`src/rtl/div_unit.sv`:
```
// div_unit: iterative radix-2 restoring RV32M divider (DIV/DIVU/REM/REMU), one quotient bit per cycle.
module div_unit #(
  parameter int XLEN = 32
) (
  input  logic            clk,
  input  logic            rst,
  input  logic            start,
  input  logic [1:0]      op,
  input  logic [XLEN-1:0] a,
  input  logic [XLEN-1:0] b,
  input  logic            ex_advance,
  input  logic            flush,
  output logic            busy,
  output logic            done,
  output logic [XLEN-1:0] result
);
  typedef enum logic [1:0] {IDLE, RUN, DONE} state_t;
  state_t state, state_n;
  logic            is_rem, neg_q, neg_r, sgn, div0, ovf, special, last;
  logic [5:0]      count;
  logic [XLEN-1:0] rem, quo, dvs, a_mag, b_mag, special_res, rem_n, quo_n, fin;
  logic [XLEN:0]   rem_shift, diff;
  always_comb begin
    sgn         = ~op[0];
    a_mag       = (sgn & a[XLEN-1]) ? -a : a;
    b_mag       = (sgn & b[XLEN-1]) ? -b : b;
    div0        = b == '0;
    ovf         = sgn & (a == {1'b1, {(XLEN-1){1'b0}}}) & (b == '1);
    special     = div0 | ovf;
    // in the overflow case the required quotient equals the dividend itself
    special_res = div0 ? (op[1] ? a : '1) : (op[1] ? '0 : a);
    rem_shift   = {rem, quo[XLEN-1]};
    // 33-bit subtract: bit XLEN is the borrow, clear means rem_shift >= divisor
    diff        = rem_shift - {1'b0, dvs};
    rem_n       = diff[XLEN] ? rem_shift[XLEN-1:0] : diff[XLEN-1:0];
    quo_n       = {quo[XLEN-2:0], ~diff[XLEN]};
    fin         = is_rem ? (neg_r ? -rem_n : rem_n) : (neg_q ? -quo_n : quo_n);
    last        = count == 6'(XLEN-1);
  end
  always_comb begin
    state_n = state;
    state_n = flush ? IDLE
            : state == IDLE ? (start ? (special ? DONE : RUN) : IDLE)
            : state == RUN  ? (last ? DONE : RUN)
            : (ex_advance ? IDLE : DONE);
  end
  always_ff @(posedge clk or posedge rst)
    if (rst) state <= IDLE;
    else state <= state_n;
  always_ff @(posedge clk or posedge rst) begin
    if (rst) begin
      is_rem <= 1'b0;
      neg_q  <= 1'b0;
      neg_r  <= 1'b0;
      rem    <= '0;
      quo    <= '0;
      dvs    <= '0;
      count  <= '0;
      result <= '0;
    end else if (state == IDLE && start && !flush) begin
      is_rem <= op[1];
      neg_q  <= sgn & (a[XLEN-1] ^ b[XLEN-1]);
      neg_r  <= sgn & a[XLEN-1];
      rem    <= '0;
      quo    <= a_mag;
      dvs    <= b_mag;
      count  <= '0;
      if (special) result <= special_res;
    end else if (state == RUN && !flush) begin
      rem   <= rem_n;
      quo   <= quo_n;
      count <= count + 6'd1;
      if (last) result <= fin;
    end
  end
  assign busy = ~rst & ((state == IDLE & start) | state == RUN);
  assign done = state == DONE;
endmodule

```
`config.mk`:
```
export PLATFORM = sky130hd
export DESIGN_NAME = div_unit
export DESIGN_NICKNAME = d
export VERILOG_FILES = /design/src/rtl/div_unit.sv
export SDC_FILE = /design/constraint.sdc
export NUM_CORES = 1
export LEC_CHECK = 0
export BUFFER_PORTS_ARGS = -buffer_cell sky130_fd_sc_hd__buf_2
export CORE_MARGIN = 4
export CORE_UTILIZATION = 48
export DETAILED_ROUTE_END_ITERATION = 10
export GPL_ROUTABILITY_DRIVEN = 0
export PLACE_DENSITY = 0.76
export SYNTH_ARGS = -nofsm -noshare
export SYNTH_HDL_FRONTEND = slang
export SYNTH_SLANG_ARGS = --single-unit
export TNS_END_PERCENT = 100
```
`constraint.sdc`:
```
create_clock -name clk -period 6.5 [get_ports clk]
set_input_delay 0.975 -clock clk [delete_from_list [all_inputs] [get_ports clk]]
set_output_delay 0.975 -clock clk [all_outputs]
set_load 0.005 [all_outputs]
```
==> out/metrics.csv <==
metric;value;unit
CTS Hold Bufs;0;
cell count of the worst reg-to-reg path;18;
hold_sp;result[13]$_DFFE_PP0P_;
die area;28010;um2
Synth async-reset ratio;100.0;%
arrival time worst endpoint;5810;ps
pwr dens;516.1;nW/um2
Post-CTS Setup Inserts;0;
Num CTS Buffers;17;
drt initial violations;1488;
post-synthesis compound-gate area fraction;27.87;%
ys flop type;dfrtp_1;
nets@finish;1709;
net count after synthesis;1665;
syn_area_per_cell;7.840;um2
WL/cell;20.46;um
CTS tree;built;
CP max stage cell;ha_1;
number of core rows;58;
synth cell count leaders;189 x o21ai_0, 170 x nand2_1, 139 x dfrtp_1;
worst setup path class;reg2reg;
synth warn;0;
total grt overflow;0;
length of the first detailed-routing pass in iterations;9;
crit end category;register;
maximum vdd ir drop;322.1;uV
Min-Delay Path Class;reg2reg;
Rel. slew slack;27.52;%
core area;25110;um2
setup repair after global routing missed its margin;false;
Initial Utilization;48.55;%
dpl cells;1910;
layout cells sized above 1;11.91;%
WHS Path Cells;2;
critical path's top delay family;compound AO/OA/AOI/OAI gates;
Cell variety after synth;87;
crit path launch type;register;
final non-filler cell total;1942;
vias in the first global route;11600;
drt total wl;39740;um
largest family of logic cells by synthesized area;compound AO/OA/AOI/OAI gates;
Synth Register Bits;139;
CP peak stage delay;470;ps
Die Ht;167.4;um
ANT nets after route;0;
Setup TNS;0;ps
DP Area;12890;um2
Antenna diodes;0;
top-count cell post-synth;o21ai_0;
post-route cell area;13480;um2
first-pass GRT wire length;62920;um
most used cell, CP;o21ai_0;
Vias;12610;
clk root buf;clkbuf_16;
Max FO, Critical Path;11;
CP Cell Sequence;ha_1, a21oi_1, o21ai_0, o31a_1, o311ai_4, o211ai_4, o21ai_0, ha_1, nand2_1, a21oi_1, o21ai_0, or4_1, nor2_1, o221ai_2, o31ai_1, xnor2_1, a222oi_1, o21ai_1;
clk slew on worst S/H paths;70;ps
antenna violations before repair;2;
final hold violations;0;
Final Setup Violations;0;
R2R Setup Slk;1000;ps
largest cells by area after synthesis;dfrtp_1 29%, o21ai_0 7.8%, nand2_1 5.2%;
Netlist Area Pre-Place;12190;um2
Port Buf Inserts;104;
Post-DP HPWL;29350;um
Synth Area in Simple Gates;20.88;%
post-synthesis mux area share;2.925;%
Synth area leader;dfrtp_1;
Syn-to-layout area delta;10.60;%
Worst EP required;6810;ps
post-route minimum period;5501;ps
Clock Latency Late Sink;450;ps
H-tree Lvls;4;
post-synth top area share;28.53;%
Max Clk Rate;181.8;MHz
Clock Path Buffers;2;
WHS Endpoint;result[13]$_DFFE_PP0P_;
clock skew;12.60;ps
Slew Viols, Final;0;
Static Leak;5.623;nW
sequential element share of the synthesized area;28.53;%
adder-cell area share of the yosys netlist;5.871;%
post-cts resize count;0;
clk sinks;139;
R2R Path Start;rem[18]$_DFFE_PP0P_;
slew at the pin closest to its max-slew limit;1087;ps
Post-Synth XOR/XNOR Area;9.124;%
largest net degree at the start of global routing;81;
area of the multi-input gates;8163;um2
drt drc;0;
Max Cap Violations;0;
Tot Pwr;0.006958;W
Die W;167.4;um
total track usage;27.47;%
io pins;105;
Fillers;2382;
Vias/cell;6.492;
status;complete, no violations;
CP Buf/Inv Count;0;
final worst path period share;84.63;%
cell count after synthesis;1555;
register area;3478;um2
number of synthesized flops with an enable pin;0;
capture point of the worst reg-to-reg path;result[20]$_DFFE_PP0P_;
[how the worst max path moves through the flow]
stage | slack (ps) | cells past startpoint | to | from
global route | 570 | 18 | result[28]$_DFFE_PP0P_ | rem[17]$_DFFE_PP0P_
global placement | 1430 | 18 | result[28]$_DFFE_PP0P_ | rem[18]$_DFFE_PP0P_
detailed placement | 1210 | 18 | result[20]$_DFFE_PP0P_ | rem[18]$_DFFE_PP0P_
finish | 1000 | 18 | result[20]$_DFFE_PP0P_ | rem[18]$_DFFE_PP0P_
CTS | 1160 | 18 | result[20]$_DFFE_PP0P_ | rem[18]$_DFFE_PP0P_
floorplan | 1250 | 23 | result[28]$_DFFE_PP0P_ | rem[20]$_DFFE_PP0P_
[cells in the final DEF (no fill, tap or decap), types with 7 or more instances in the layout]
cell type	count
or4_1	7
inv_1	52
o21ai_0	189
or2_2	10
o31ai_1	31
a21oi_1	79
o41ai_1	9
nor3_1	50
a31oi_1	14
ha_1	38
o211ai_1	17
nand4_1	23
nand3_1	24
nor4_1	18
or3_1	26
nor2_1	120
xor2_1	72
xnor2_1	55
nand2b_1	9
o21a_1	11
inv_6	7
a211oi_1	33
and2_1	12
and3_1	16
maj3_1	22
a22oi_1	33
buf_4	15
nor2b_1	10
mux2i_1	30
clkbuf_16	17
nand2_1	170
buf_2	104
a21o_1	11
dfrtp_1	139
[sequential cells by signal (all words and copies together) (netlist names)]
| register | flops |
|---|---|
| dvs | 32 |
| result | 32 |
| neg_q | 1 |
| rem | 32 |
| state | 2 |
| neg_r | 1 |
| count | 6 |
| is_rem | 1 |
| quo | 32 |
[worst min-delay path, cell delays in order (launching register included)]
cell and delay (ps):
dfrtp_1 340, nand2_1 40, o21ai_0 60
[routing by layer]
metal | global-route usage, % | part of all wire [%] | wire, um
met4 | 9.845 | 3.6 | 1430
met1 | 38.41 | 42 | 16640
met3 | 6.327 | 10 | 4044
met5 | 0 | 0.033 | 13
met2 | 41.83 | 44 | 17600
[kinds of logic after synthesis]
family,count (synthesis)
xor+xnor,127
flops,139
mux,35
simple gates,526
buf+inv,148
compound gates,519
fa+ha+maj,61
[metrics by stage]
stage	utilization (%)	worst slack, ps	hold WS (ps)
after floorplan	-	1250	449.8
after global placement	51.36	1430	459.5
after detailed placement	51.36	1208	466.0
after CTS	53.70	1165	480.7
after global routing	53.70	569.8	491.3
final	53.70	999.3	472.5
[area by class of cell]
| type | instances | area share (%) |
|---|---|---|
| clock buffer | 18 | 3.257 |
| inverter | 54 | 1.540 |
| tap | 330 | 3.062 |
| sequential | 139 | 25.80 |
| timing repair buffer | 119 | 4.696 |
| clock inverter | 14 | 1.104 |
| multi-input combinational | 1268 | 60.54 |
[where the power goes]
group	leakage (nW)	switching (W)	total (W)	internal [W]
Combinational	3.52	0.00296	0.00460	0.00164
Clock	0.290	0.000453	0.00101	0.000554
Sequential	1.82	0.000288	0.00135	0.00106
No activity file was read; power rests on OpenSTA's default activity.
